===== config.mk =====
export PLATFORM = sky130hd
export DESIGN_NAME = keypad_scan_sequencer
export DESIGN_NICKNAME = d
export VERILOG_FILES = /design/src/rtl/keypad_scan_sequencer.sv
export SDC_FILE = /design/constraint.sdc
export NUM_CORES = 1
export LEC_CHECK = 0
export BUFFER_PORTS_ARGS = -buffer_cell sky130_fd_sc_hd__buf_2
export CORE_MARGIN = 5
export CORE_UTILIZATION = 40
export CTS_BUF_LIST = sky130_fd_sc_hd__clkbuf_8
export CTS_CLUSTER_SIZE = 24
export DETAILED_ROUTE_END_ITERATION = 10
export GPL_ROUTABILITY_DRIVEN = 0
export SYNTH_ARGS = -nofsm -noshare
export SYNTH_HDL_FRONTEND = slang
export SYNTH_SLANG_ARGS = --single-unit

===== constraint.sdc =====
create_clock -name clk_100MHz -period 2.1 [get_ports clk_100MHz]
set_input_delay 0 -clock clk_100MHz [delete_from_list [all_inputs] [get_ports clk_100MHz]]
set_output_delay 0 -clock clk_100MHz [all_outputs]
set_load 0.01 [all_outputs]

===== src/rtl/keypad_scan_sequencer.sv =====
// 4x4 keypad scanner: column drive, per-frame classification, debounced press/release FSM, FWFT event FIFO.
// Optional auto-repeat while a key is held is built only when KEYPAD_REPEAT_EN is defined.
module keypad_scan_sequencer #(
  parameter int unsigned SCAN_TICKS      = 100_000,
  parameter int unsigned SETTLE          = 10,
  parameter int unsigned DEBOUNCE_FRAMES = 4,
  parameter int unsigned FIFO_DEPTH      = 4,
  parameter int unsigned REPEAT_DELAY    = 500,
  parameter int unsigned REPEAT_RATE     = 100
) (
  input  logic       clk_100MHz,
  input  logic       rst_n,
  input  logic [3:0] row,
  output logic [3:0] col,
  output logic [3:0] key_code,
  output logic       key_valid,
  input  logic       key_ready,
  output logic       key_down,
  output logic       overflow,
  input  logic       ovf_clr
);

  localparam int TW = (SCAN_TICKS > 1) ? $clog2(SCAN_TICKS) : 1;
  localparam int CW = $clog2(DEBOUNCE_FRAMES + 1);
  localparam int PW = $clog2(FIFO_DEPTH);
  localparam int FW = PW + 1;

  typedef enum logic [1:0] {S_IDLE, S_DEBOUNCE, S_HELD, S_RELEASE} state_t;
  typedef enum logic [1:0] {F_NONE, F_KEY, F_MULTI} frame_t;

  function automatic logic [3:0] key_at(input logic [1:0] c, input logic [1:0] r);
    case ({c, r})
      4'h0: key_at = 4'h1;  4'h1: key_at = 4'h4;  4'h2: key_at = 4'h7;  4'h3: key_at = 4'h0;
      4'h4: key_at = 4'h2;  4'h5: key_at = 4'h5;  4'h6: key_at = 4'h8;  4'h7: key_at = 4'hF;
      4'h8: key_at = 4'h3;  4'h9: key_at = 4'h6;  4'hA: key_at = 4'h9;  4'hB: key_at = 4'hE;
      4'hC: key_at = 4'hA;  4'hD: key_at = 4'hB;  4'hE: key_at = 4'hC;  default: key_at = 4'hD;
    endcase
  endfunction

  logic [TW-1:0] timer_q, timer_d;
  logic [1:0]    col_idx_q, col_idx_d;
  logic [3:0]    row_s1_q, row_s2_q;
  logic [1:0]    acc_n_q, acc_n_d, col_n, merged_n;
  logic [3:0]    acc_code_q, acc_code_d, col_code, merged_code;
  logic          frame_tick_q, frame_tick_d;
  frame_t        frame_kind_q, frame_kind_d;
  logic [3:0]    frame_code_q, frame_code_d;
  state_t        state_q, state_d;
  logic [3:0]    cand_q, cand_d, push_code;
  logic [CW-1:0] cnt_q, cnt_d;
  logic          push, pop, full, do_push, ovf_set;
  logic [PW-1:0] wr_ptr_q, wr_ptr_d, rd_ptr_q, rd_ptr_d;
  logic [FW-1:0] count_q, count_d;
  logic          overflow_q, overflow_d;
  logic [3:0]    mem [FIFO_DEPTH];

  assign col = ~(4'b1000 >> col_idx_q);

  // Row pins are asynchronous; two stages ahead of the sample point (SETTLE >= 2 absorbs them).
  always_ff @(posedge clk_100MHz or negedge rst_n) begin
    if (!rst_n) begin
      row_s1_q <= 4'hF;
      row_s2_q <= 4'hF;
    end else begin
      // NOTE: sequential state always uses non-blocking (<=) so every flop sees pre-edge values.
      row_s1_q <= row;
      row_s2_q <= row_s1_q;
    end
  end

  always_comb begin
    // NOTE: every always_comb output gets a default first, so no path can infer a latch.
    timer_d   = timer_q + TW'(1);
    col_idx_d = col_idx_q;
    if (timer_q == TW'(SCAN_TICKS - 1)) begin
      timer_d   = '0;
      col_idx_d = col_idx_q + 2'd1;
    end
  end

  // Hits saturate at 2 ("more than one"); the code is only meaningful when exactly one.
  always_comb begin
    col_n    = 2'd0;
    col_code = 4'h0;
    for (int r = 0; r < 4; r++) begin
      if (!row_s2_q[3-r]) begin
        col_n    = (col_n == 2'd0) ? 2'd1 : 2'd2;
        col_code = key_at(col_idx_q, 2'(r));
      end
    end
    merged_n     = (acc_n_q == 2'd0) ? col_n : ((col_n == 2'd0) ? acc_n_q : 2'd2);
    merged_code  = (col_n != 2'd0) ? col_code : acc_code_q;
    acc_n_d      = acc_n_q;
    acc_code_d   = acc_code_q;
    frame_tick_d = 1'b0;
    frame_kind_d = frame_kind_q;
    frame_code_d = frame_code_q;
    if (timer_q == TW'(SETTLE)) begin
      if (col_idx_q == 2'd3) begin
        frame_tick_d = 1'b1;
        frame_code_d = merged_code;
        acc_n_d      = 2'd0;
        acc_code_d   = 4'h0;
        case (merged_n)
          2'd0:    frame_kind_d = F_NONE;
          2'd1:    frame_kind_d = F_KEY;
          default: frame_kind_d = F_MULTI;
        endcase
      end else begin
        acc_n_d    = merged_n;
        acc_code_d = merged_code;
      end
    end
  end

`ifdef KEYPAD_REPEAT_EN
  localparam int unsigned RMAX = (REPEAT_DELAY > REPEAT_RATE) ? REPEAT_DELAY : REPEAT_RATE;
  localparam int RW = $clog2(RMAX + 1);
  logic [RW-1:0] rep_cnt_q, rep_cnt_d;
  logic          rep_first_q, rep_first_d;
`endif

  always_comb begin
    logic is_cand, reached;
    state_d   = state_q;
    cand_d    = cand_q;
    cnt_d     = cnt_q;
    push      = 1'b0;
    push_code = cand_q;
    is_cand   = (frame_kind_q == F_KEY) && (frame_code_q == cand_q);
    reached   = (int'(cnt_q) + 1 >= int'(DEBOUNCE_FRAMES));
    if (frame_tick_q) begin
      case (state_q)
        S_IDLE: if (frame_kind_q == F_KEY) begin
          cand_d = frame_code_q;
          if (DEBOUNCE_FRAMES == 1) begin
            push      = 1'b1;
            push_code = frame_code_q;
            state_d   = S_HELD;
          end else begin
            cnt_d   = CW'(1);
            state_d = S_DEBOUNCE;
          end
        end
        S_DEBOUNCE: if (is_cand) begin
          cnt_d = cnt_q + CW'(1);
          if (reached) begin
            push    = 1'b1;
            cnt_d   = '0;
            state_d = S_HELD;
          end
        end else begin
          cnt_d   = '0;
          state_d = S_IDLE;
        end
        S_HELD: if (!is_cand) begin
          cnt_d   = (frame_kind_q == F_NONE) ? CW'(1) : '0;
          state_d = (frame_kind_q == F_NONE && DEBOUNCE_FRAMES == 1) ? S_IDLE : S_RELEASE;
        end
        default: if (frame_kind_q == F_NONE) begin
          cnt_d = cnt_q + CW'(1);
          if (reached) begin
            cnt_d   = '0;
            state_d = S_IDLE;
          end
        end else if (is_cand) begin
          cnt_d   = '0;
          state_d = S_HELD;
        end else begin
          cnt_d = '0;
        end
      endcase
    end
`ifdef KEYPAD_REPEAT_EN
    rep_cnt_d   = rep_cnt_q;
    rep_first_d = rep_first_q;
    if (state_q != S_HELD || state_d != S_HELD) begin
      rep_cnt_d   = '0;
      rep_first_d = 1'b1;
    end else if (frame_tick_q) begin
      if (rep_cnt_q + RW'(1) == (rep_first_q ? RW'(REPEAT_DELAY) : RW'(REPEAT_RATE))) begin
        push        = 1'b1;
        rep_cnt_d   = '0;
        rep_first_d = 1'b0;
      end else begin
        rep_cnt_d = rep_cnt_q + RW'(1);
      end
    end
`endif
  end

  assign key_valid = (count_q != '0);
  assign full      = (count_q == FW'(FIFO_DEPTH));
  assign pop       = key_valid && key_ready;
  assign do_push   = push && (!full || pop);
  assign ovf_set   = push && full && !pop;
  assign key_code  = key_valid ? mem[rd_ptr_q] : 4'h0;
  assign key_down  = (state_q == S_HELD) || (state_q == S_RELEASE);
  assign overflow  = overflow_q;

  always_comb begin
    wr_ptr_d   = do_push ? wr_ptr_q + PW'(1) : wr_ptr_q;
    rd_ptr_d   = pop ? rd_ptr_q + PW'(1) : rd_ptr_q;
    count_d    = count_q + FW'(do_push) - FW'(pop);
    overflow_d = (overflow_q && !ovf_clr) || ovf_set;
  end

  // NOTE: FIFO storage has no reset; only the pointers/count are reset, and key_code is gated by key_valid.
  always_ff @(posedge clk_100MHz) begin
    if (do_push) mem[wr_ptr_q] <= push_code;
  end

  always_ff @(posedge clk_100MHz or negedge rst_n) begin
    if (!rst_n) begin
      timer_q      <= '0;
      col_idx_q    <= 2'd0;
      acc_n_q      <= 2'd0;
      acc_code_q   <= 4'h0;
      frame_tick_q <= 1'b0;
      frame_kind_q <= F_NONE;
      frame_code_q <= 4'h0;
      state_q      <= S_IDLE;
      cand_q       <= 4'h0;
      cnt_q        <= '0;
      wr_ptr_q     <= '0;
      rd_ptr_q     <= '0;
      count_q      <= '0;
      overflow_q   <= 1'b0;
`ifdef KEYPAD_REPEAT_EN
      rep_cnt_q    <= '0;
      rep_first_q  <= 1'b1;
`endif
    end else begin
      timer_q      <= timer_d;
      col_idx_q    <= col_idx_d;
      acc_n_q      <= acc_n_d;
      acc_code_q   <= acc_code_d;
      frame_tick_q <= frame_tick_d;
      frame_kind_q <= frame_kind_d;
      frame_code_q <= frame_code_d;
      state_q      <= state_d;
      cand_q       <= cand_d;
      cnt_q        <= cnt_d;
      wr_ptr_q     <= wr_ptr_d;
      rd_ptr_q     <= rd_ptr_d;
      count_q      <= count_d;
      overflow_q   <= overflow_d;
`ifdef KEYPAD_REPEAT_EN
      rep_cnt_q    <= rep_cnt_d;
      rep_first_q  <= rep_first_d;
`endif
    end
  end

endmodule

==> results of run 1 <==
## kinds of logic (layout without fill, tap and decap cells)
kind of cell | count (synthesis) | count (layout) | synth area share
XOR/XNOR | 23 | 23 | 0.0552
buffers and inverters | 29 | 98 | 0.0329
multiplexers | 18 | 18 | 0.0673
AO/OA/AOI/OAI | 42 | 42 | 0.0789
AND/OR/NAND/NOR | 105 | 105 | 0.162
flip-flops | 73 | 73 | 0.526
adder cells (fa/ha/maj) | 22 | 22 | 0.0776
## through the flow
| step | worst slack, ps | utilization | total power, uW |
|---|---|---|---|
| floorplan | -149 | - | 1850 |
| global placement | -71.4 | 0.464 | 1990 |
| detailed placement | -116 | 0.464 | 2010 |
| CTS | -80.2 | 0.501 | 3260 |
| global route | -165 | 0.503 | 3400 |
| finish | -71.3 | 0.503 | 3240 |
## worst min path at each step
stage	from	to	slack, ps	depth (start not counted)
3_3_place_gp	rst_n	wr_ptr_q[0]	-90	1
2_1_floorplan	rst_n	acc_code_q[0]	-300	0
3_5_place_dp	rst_n	wr_ptr_q[0]	-90	1
4_1_cts	rst_n	count_q[0]	70	2
6_report	rst_n	count_q[0]	80	2
5_1_grt	rst_n	rd_ptr_q[1]	70	2
## power by group
part,switching (uW),leakage [uW],internal (uW)
registers,77.0,0.000923,1520
logic,203,0.000992,276
clock network,592,0.000100,574
total,872,0.00202,2370
## cells in the mapped netlist, drive strengths merged, types with 3 or more instances
| cell type | number | area [um^2] |
|---|---|---|
| and3 | 3 | 18.8 |
| xor2 | 6 | 52.6 |
| buf | 4 | 26.3 |
| nor3b | 3 | 22.5 |
| clkbuf | 3 | 11.3 |
| nand2 | 23 | 86.3 |
| nand4 | 4 | 25.0 |
| a21o | 3 | 22.5 |
| edfxtp | 16 | 480 |
| xnor2 | 17 | 149 |
| nor3 | 4 | 25.0 |
| or3 | 3 | 18.8 |
| a22o | 3 | 26.3 |
| ha | 21 | 263 |
| dfrtp | 49 | 1230 |
| nand2b | 4 | 25.0 |
| dfstp | 8 | 210 |
| nor2 | 20 | 75.1 |
| mux4 | 4 | 90.1 |
| and2 | 11 | 68.8 |
| a21oi | 8 | 40.0 |
| o21ai | 10 | 50.1 |
| mux2 | 12 | 135 |
| nand3 | 12 | 60.1 |
| nor4 | 7 | 77.6 |
| inv | 22 | 82.6 |
## layout make-up
type                    instances  area (um^2)
inverters                      22         82.6
well taps                     108          135
flip-flops and latches         73         1920
multi-input cells             210         1670
repair buffers                 60          420
fillers                       785         4370
clock buffers                   9          124
clock inverters                 7         85.1
## state kept, by name (all words and copies together), names as in the netlist
signal / cells
timer_q: 17
mem: 16
acc_code_q: 4
cand_q: 4
frame_code_q: 4
row_s1_q: 4
row_s2_q: 4
cnt_q: 3
count_q: 3
acc_n_q: 2
col_idx_q: 2
frame_kind_q: 2
rd_ptr_q: 2
state_q: 2
wr_ptr_q: 2
frame_tick_q: 1
overflow: 1
## layer usage
| metal | GRT usage | vias up |
|---|---|---|
| met2 | 0.224 | 40 |
| met5 | 0 | - |
| met3 | 0.0348 | 6 |
| li1 | - | 1226 |
| met4 | 0.0394 | 0 |
| met1 | 0.163 | 1193 |
## placed cells by master (no fill, tap or decap), types with 3 or more instances in the layout
master / n
a21o_1: 3
xnor2_1: 15
inv_1: 20
a21oi_1: 8
nand3_1: 12
nor3_1: 3
nand2_1: 22
nor4_1: 3
nor4_2: 3
o21ai_0: 9
mux2_2: 12
edfxtp_1: 16
a22o_1: 3
ha_1: 19
dfstp_2: 8
and2_2: 3
buf_4: 36
mux4_2: 4
and2_1: 6
nand2b_1: 4
xor2_1: 6
clkbuf_8: 9
dfrtp_1: 49
buf_2: 18
dlygate4sd3_1: 6
nand4_1: 4
and3_1: 3
nor2_1: 20
## timing repair
item / CTS / global route
pin swaps: 10 / 2
gates resized for setup: 5 / 9
hold buffers: 6 / 0
setup buffers: 3 / 1
endpoints found under the hold margin: 54 / 0
setup endpoints to repair: 2 / 13
==> flow_summary.ini, run 1 <==
[grt]
grt_first_pass_wirelength_mm = 11.9
antenna_found_initial = 0
grt-ovfl-total = 0
grt_pass1_vias = 2605
grt_start_max_net_pins = 25
track_usage = 0.131

[die]
fp.dieArea_um2 = 11100
core_area_um2 = 8810
num_rows = 34
initial_utilization = 0.414
die_w_um = 105
top_level_ports = 19
die_h_um = 105

[timing]
fmax_mhz = 461
setup_violations = 1
holdWs_ps = 78.4
post-route-min-period_ps = 2170
post-route-period-util = 1.03
tightest_slew_ps = 555
drv_slew = 0
grt_setup_unrepaired = true
fin_worst_skew_ps = 5.92
fin_ws_ps = -71.3
maxSlewHeadroom = 0.625
tns_ps = -71.3
finalHoldViolations = 0

[critical_path]
critPathBufInv = 2
end_kind = register
cp_max_fo = 2
reg2reg_from = count_q[1]
setup.worst_path.end = count_q[2]
cp-start-kind = register
critPathRequiredTime_ps = 2330
reg2reg_slack_ps = -70
reg2regPathDepth = 9
worst-path-stages = 9
crit_type = reg -> reg
cp_slowest_stage_delay_ps = 390
cp.arrival_ps = 2400
startpoint = count_q[1]
cp_slowest_cell = fa_2
path_cells = or3_4, and2_4, ha_4, inv_1, ha_2, inv_2, fa_2, xnor2_2, xnor2_1
crit_family = adder cells
reg2reg_to = count_q[2]

[drt]
totalWireLength_mm = 6.72
drt_first_pass_iters = 4
via_per_inst = 5.04
drc_errors = 0
ant_nets = 0
wl_met3_um = 240
drtIter0Drc = 60
wl_met2_mm = 3.31
route.vias.total = 2465
highest-signal-layer = met4
wl_per_cell_um = 13.7
drt-met1-wl_mm = 3.10

[logic_synthesis]
synth-seq-area-share = 0.526
synth_warnings = 0
synthCells = 312
ys_ff_latch = 73
syn-num-nets = 342
synth.avg_cell_area_um2 = 11.7
synth_edf_count = 16
yosysUniqueCellTypes = 57
async_reset_ff_frac = 0.781
synth.cell_area_um2 = 3650
synth-main-ff-cell = dfrtp_1

[finish]
layout-drive-gt1-share = 0.310
fin_nets = 406
final_cells = 489
antenna-diode-count = 0
final_area_um2 = 4430
syn_to_final_growth_pct = 21.6

[status]
outcome = finished with violations
failed_checks = negative setup slack

[place]
numPortBuffers = 18
placed_cells = 463
placed_area_um2 = 4090
dp_hpwl_mm = 4.97

[clock_network]
clk_pin_slew_worst_paths_ps = 90
htree_levels = 3
clockBufferDepth = 2
clkLatencyLatePin_ps = 340
tritoncts = built
cts_sinks = 73
cts_buffers = 9
cts_root_buf = clkbuf_8

[power]
ir_drop_mv = 0.376
leakagePower_uw = 0.00202
power_density_nw_per_um2 = 731

[min_path]
hp-class = in -> async

[flow_run]
max-cap-violations = 0
Note: power is estimated with default switching activity, not from simulation.
==> inputs of run 2 (changes only) <==
- CORE_UTILIZATION: 40 -> 45
==> flow_summary.ini, run 2 (synthesis results as in run 1) <==
[status]
outcome = finished with violations
failed_checks = negative setup slack

[timing]
finalHoldViolations = 0
post-route-period-util = 1.04
fin_ws_ps = -93.3
drv_slew = 0
tightest_slew_ps = 655
grt_setup_unrepaired = true
maxSlewHeadroom = 0.564
post-route-min-period_ps = 2190
holdWs_ps = 112
setup_violations = 2
fmax_mhz = 456
fin_worst_skew_ps = 5.86

[critical_path]
end_kind = register
cp_max_fo = 2
cp_slowest_cell = dfrtp_1
crit_type = reg -> reg
path_cells = xnor2_2, and4_1, nand2_2, nor4_4, ha_2, inv_2, fa_2, xnor2_2, xnor2_1
reg2reg_slack_ps = -90
critPathMostFrequentCell = xnor2_2
cp-start-kind = register
cp_slowest_stage_delay_ps = 410
critPathRequiredTime_ps = 2340
cp.arrival_ps = 2430

[clock_network]
cts_sinks = 73
clk_pin_slew_worst_paths_ps = 80
tritoncts = built
htree_levels = 3
clkLatencyLatePin_ps = 350
cts_root_buf = clkbuf_8
cts_buffers = 9
clockBufferDepth = 2

[grt]
grt_pass1_vias = 2498
grt_first_pass_wirelength_mm = 11.7
track_usage = 0.147
grt-ovfl-total = 0
antenna_found_initial = 0
grt_start_max_net_pins = 28

[finish]
final_common_cell = dfrtp_1
layout-drive-gt1-share = 0.323
fin_nets = 406
final_cell_mix = dfrtp_1, buf_4, nand2_1, inv_1, nor2_1
antenna-diode-count = 0
final_area_um2 = 4460
top_regs = timer_q (17), mem (16)
largest_register_ffs = 17
syn_to_final_growth_pct = 22.2
largest_register = timer_q

[power]
power_density_nw_per_um2 = 704
clkPwrFrac = 0.354
p_comb_frac = 0.138
ir_drop_mv = 0.479
power_switching_uw = 812
pwr-share-seq = 0.508
leakagePower_uw = 0.00203
switching_share = 0.259
intPower_uw = 2330
finalPower_uw = 3140

[flow_run]
max-cap-violations = 0

[place]
placed_area_um2 = 4080
dp_hpwl_mm = 4.72
numPortBuffers = 18

[drt]
drtIter0Drc = 74
via_per_inst = 5.05
drt_first_pass_iters = 4
wl_per_cell_um = 13.7
drc_errors = 0
route.vias.total = 2440
ant_nets = 0
totalWireLength_mm = 6.60

[die]
die_h_um = 100
initial_utilization = 0.467
num_rows = 32
fp.dieArea_um2 = 10000
top_level_ports = 19
core_area_um2 = 7810
die_w_um = 100

[min_path]
hp-class = in -> reg
run 2: changes by cell type in the layout (fill, tap and decap cells not counted), moves of 2 or more:
cell,delta
xnor2_1,-2
nor4_1,-2
clkinv_4,+2
xnor2_2,+2
nor4_2,+2
inv_8,-2
run 2: routing by layer:
metal / track usage / vias to the layer above / routed length, um
li1: - / 1231 / -
met1: 0.195 / 1163 / 3110
met4: 0.0466 / 0 / 89
met3: 0.0424 / 7 / 278
met2: 0.232 / 39 / 3120
met5: 0 / - / 0
run 2: final timing paths:
check / startpoint / endpoint / cells past startpoint
min in group asynchronous: rst_n / wr_ptr_q[0] / 2
worst max-delay path: frame_code_q[1] / count_q[2] / 9
worst max register to register: frame_code_q[1] / count_q[2] / 9
worst min register to register: row_s1_q[1] / row_s2_q[1] / 0
worst min-delay path: key_ready / rd_ptr_q[0] / 4
max in group asynchronous: rst_n / cand_q[0] / 3
run 2: power by group through the flow:
| stage | Clock [uW] | Sequential [uW] | Combinational [uW] |
|---|---|---|---|
| global route | 1240 | 1610 | 482 |
| CTS | 1160 | 1600 | 429 |
| global placement | 0 | 1620 | 375 |
| detailed placement | 0 | 1630 | 380 |
| finish | 1110 | 1590 | 433 |
| floorplan | 0 | 1600 | 251 |
run 2: through the flow:
stage	std cells	TNS [ps]	util	worst slack (ps)
3_3_place_gp	457	-68.5	0.522	-68.5
6_report	483	-117	0.571	-93.3
2_1_floorplan	312	-233	-	-149
3_5_place_dp	457	-166	0.522	-114
5_1_grt	483	-369	0.571	-220
4_1_cts	482	-71.6	0.563	-68.2
run 2: what timing repair did:
item / in CTS / in global routing
resized for setup: 5 / 15
hold buffers: 6 / 0
setup buffers: 3 / 1
endpoints found under the setup margin: 2 / 26
endpoints found under the hold margin: 22 / 0
pin swaps: 11 / 3
run 2: area by class of cell:
type                    instances  area, um^2
fillers                       665        3350
flip-flops and latches         73        1920
repair buffers                 60         420
multi-input cells             210        1710
clock buffers                   9         124
inverters                      22        82.6
well taps                     102         128
clock inverters                 7        78.8
run 2: critical path: cells and delay by family (launching register included):
family | cells | cell delay [ps]
adder cells (fa/ha/maj) | 2 | 610
AND/OR/NAND/NOR | 3 | 570
XOR/XNOR | 3 | 460
flip-flops | 1 | 410
buffers and inverters | 1 | 40
==> inputs of run 3 (changes only) <==
- PLACE_DENSITY: unset -> 0.62
==> flow_summary.ini, run 3 (synthesis results as in run 1) <==
[power]
power_density_nw_per_um2 = 736
switching_share = 0.243
pwr-share-seq = 0.483
clkPwrFrac = 0.378
power_switching_uw = 801
finalPower_uw = 3290
p_comb_frac = 0.139
leakagePower_uw = 0.00204
ir_drop_mv = 0.399
intPower_uw = 2490

[die]
initial_utilization = 0.467
top_level_ports = 19
fp.dieArea_um2 = 10000
num_rows = 32
die_w_um = 100
core_area_um2 = 7810
die_h_um = 100

[critical_path]
cp-start-kind = register
reg2reg_slack_ps = -80
reg2reg_from = frame_code_q[0]
reg2reg_to = count_q[2]
crit_type = reg -> reg
cp.arrival_ps = 2410
critPathRequiredTime_ps = 2330
reg2regPathDepth = 9
end_kind = register
cp_max_fo = 2

[drt]
drtIter0Drc = 32
wl_per_cell_um = 13.0
ant_nets = 0
drc_errors = 0
via_per_inst = 5.01
totalWireLength_mm = 6.28
drt_first_pass_iters = 4
route.vias.total = 2420

[min_path]
hp-class = in -> async

[grt]
grt_start_max_net_pins = 48
grt_pass1_vias = 2538
grt-ovfl-total = 0
antenna_found_initial = 0
grt_first_pass_wirelength_mm = 11.4
track_usage = 0.142

[timing]
tns_ps = -80.0
fmax_mhz = 459
grt_setup_unrepaired = true
tightest_slew_ps = 489
fin_ws_ps = -79.5
finalHoldViolations = 0
drv_slew = 0
maxSlewHeadroom = 0.670
post-route-period-util = 1.04
setup_violations = 2
post-route-min-period_ps = 2180
fin_worst_skew_ps = 13.0

[place]
numPortBuffers = 18
dp_hpwl_mm = 4.65
pre_cts_ws_ps = -129

[clock_network]
clkLatencyLatePin_ps = 340
htree_levels = 3
cts_sinks = 73
clk_pin_slew_worst_paths_ps = 80
clockBufferDepth = 2
cts_root_buf = clkbuf_8
tritoncts = built
cts_buffers = 9

[status]
failed_checks = negative setup slack
outcome = finished with violations

[flow_run]
max-cap-violations = 0

[finish]
antenna-diode-count = 0
syn_to_final_growth_pct = 22.6
multi_input_area_um2 = 1680
largest_register = timer_q
layout-drive-gt1-share = 0.312
top_regs = timer_q (17), mem (16)
final_common_cell = dfrtp_1
final_cell_mix = dfrtp_1, buf_4, nand2_1, inv_1, nor2_1
fin_nets = 406
seq_area_um2 = 1920
largest_register_ffs = 17
fillers = 684
-- run 3: cell count changes in the layout (fill, tap and decap cells not counted), moves of 2 or more --
cell	previous run	this run
o21ai_1	2	0
nor4_1	1	3
clkinvlp_4	3	0
o21ai_0	8	10
nor4_2	5	3
-- run 3: how the worst max path moves through the flow --
stage | start | to | slack (ps) | cells past startpoint
floorplan | cand_q[2] | count_q[2] | -150 | 9
global placement | count_q[0] | count_q[2] | -70 | 9
detailed placement | count_q[0] | count_q[2] | -130 | 9
CTS | cand_q[2] | count_q[2] | -100 | 9
global route | cand_q[3] | count_q[2] | -230 | 9
finish | frame_code_q[0] | count_q[2] | -80 | 9
-- run 3: per-layer routing --
metal | GRT usage | vias up | wire, um
li1 | - | 1229 | -
met1 | 0.179 | 1153 | 2910
met2 | 0.241 | 32 | 3090
met3 | 0.0313 | 6 | 197
met4 | 0.0518 | 0 | 84
met5 | 0 | - | 0
-- run 3: final cells by class --
cell class / count / area share
timing repair buffer: 60 / 0.0968
multi-input combinational: 210 / 0.376
sequential: 73 / 0.429
clock inverter: 6 / 0.0204
tap: 102 / 0.0285
clock buffer: 10 / 0.0308
inverter: 22 / 0.0185
-- run 3: per-stage QoR --
step                hold WS (ps)  instances  area (um^2)   util
finish                      62.9        483         4470  0.573
global route                75.4        483         4470  0.573
CTS                         59.7        483         4450  0.570
detailed placement         -98.4        458         4100  0.525
global placement            -101        458         4100  0.525
floorplan                   -296        312         3660      -
-- run 3: repair_timing --
| action | CTS | global route |
|---|---|---|
| buffers inserted | 3 | 0 |
| cloned | 0 | 0 |
| setup endpoints to repair | 2 | 22 |
| gates resized for setup | 6 | 7 |
| hold buffers | 6 | 0 |
| pin swaps | 10 | 3 |
| hold endpoints to repair | 54 | 0 |
-- run 3: power by group through the flow --
| stage | registers, uW | logic [uW] | clock network (uW) |
|---|---|---|---|
| final | 1590 | 456 | 1240 |
| after global routing | 1610 | 512 | 1350 |
| after CTS | 1600 | 455 | 1280 |
| after detailed placement | 1630 | 392 | 0 |
| after global placement | 1620 | 376 | 0 |
| after floorplan | 1600 | 251 | 0 |
-- run 3: critical path, stage by stage (launching register included) --
cell and delay (ps):
dfrtp_1 410, xnor2_2 190, and4_1 260, nand2_2 70
nor4_4 240, ha_2 210, inv_2 40, fa_2 390
xnor2_2 140, xnor2_1 120
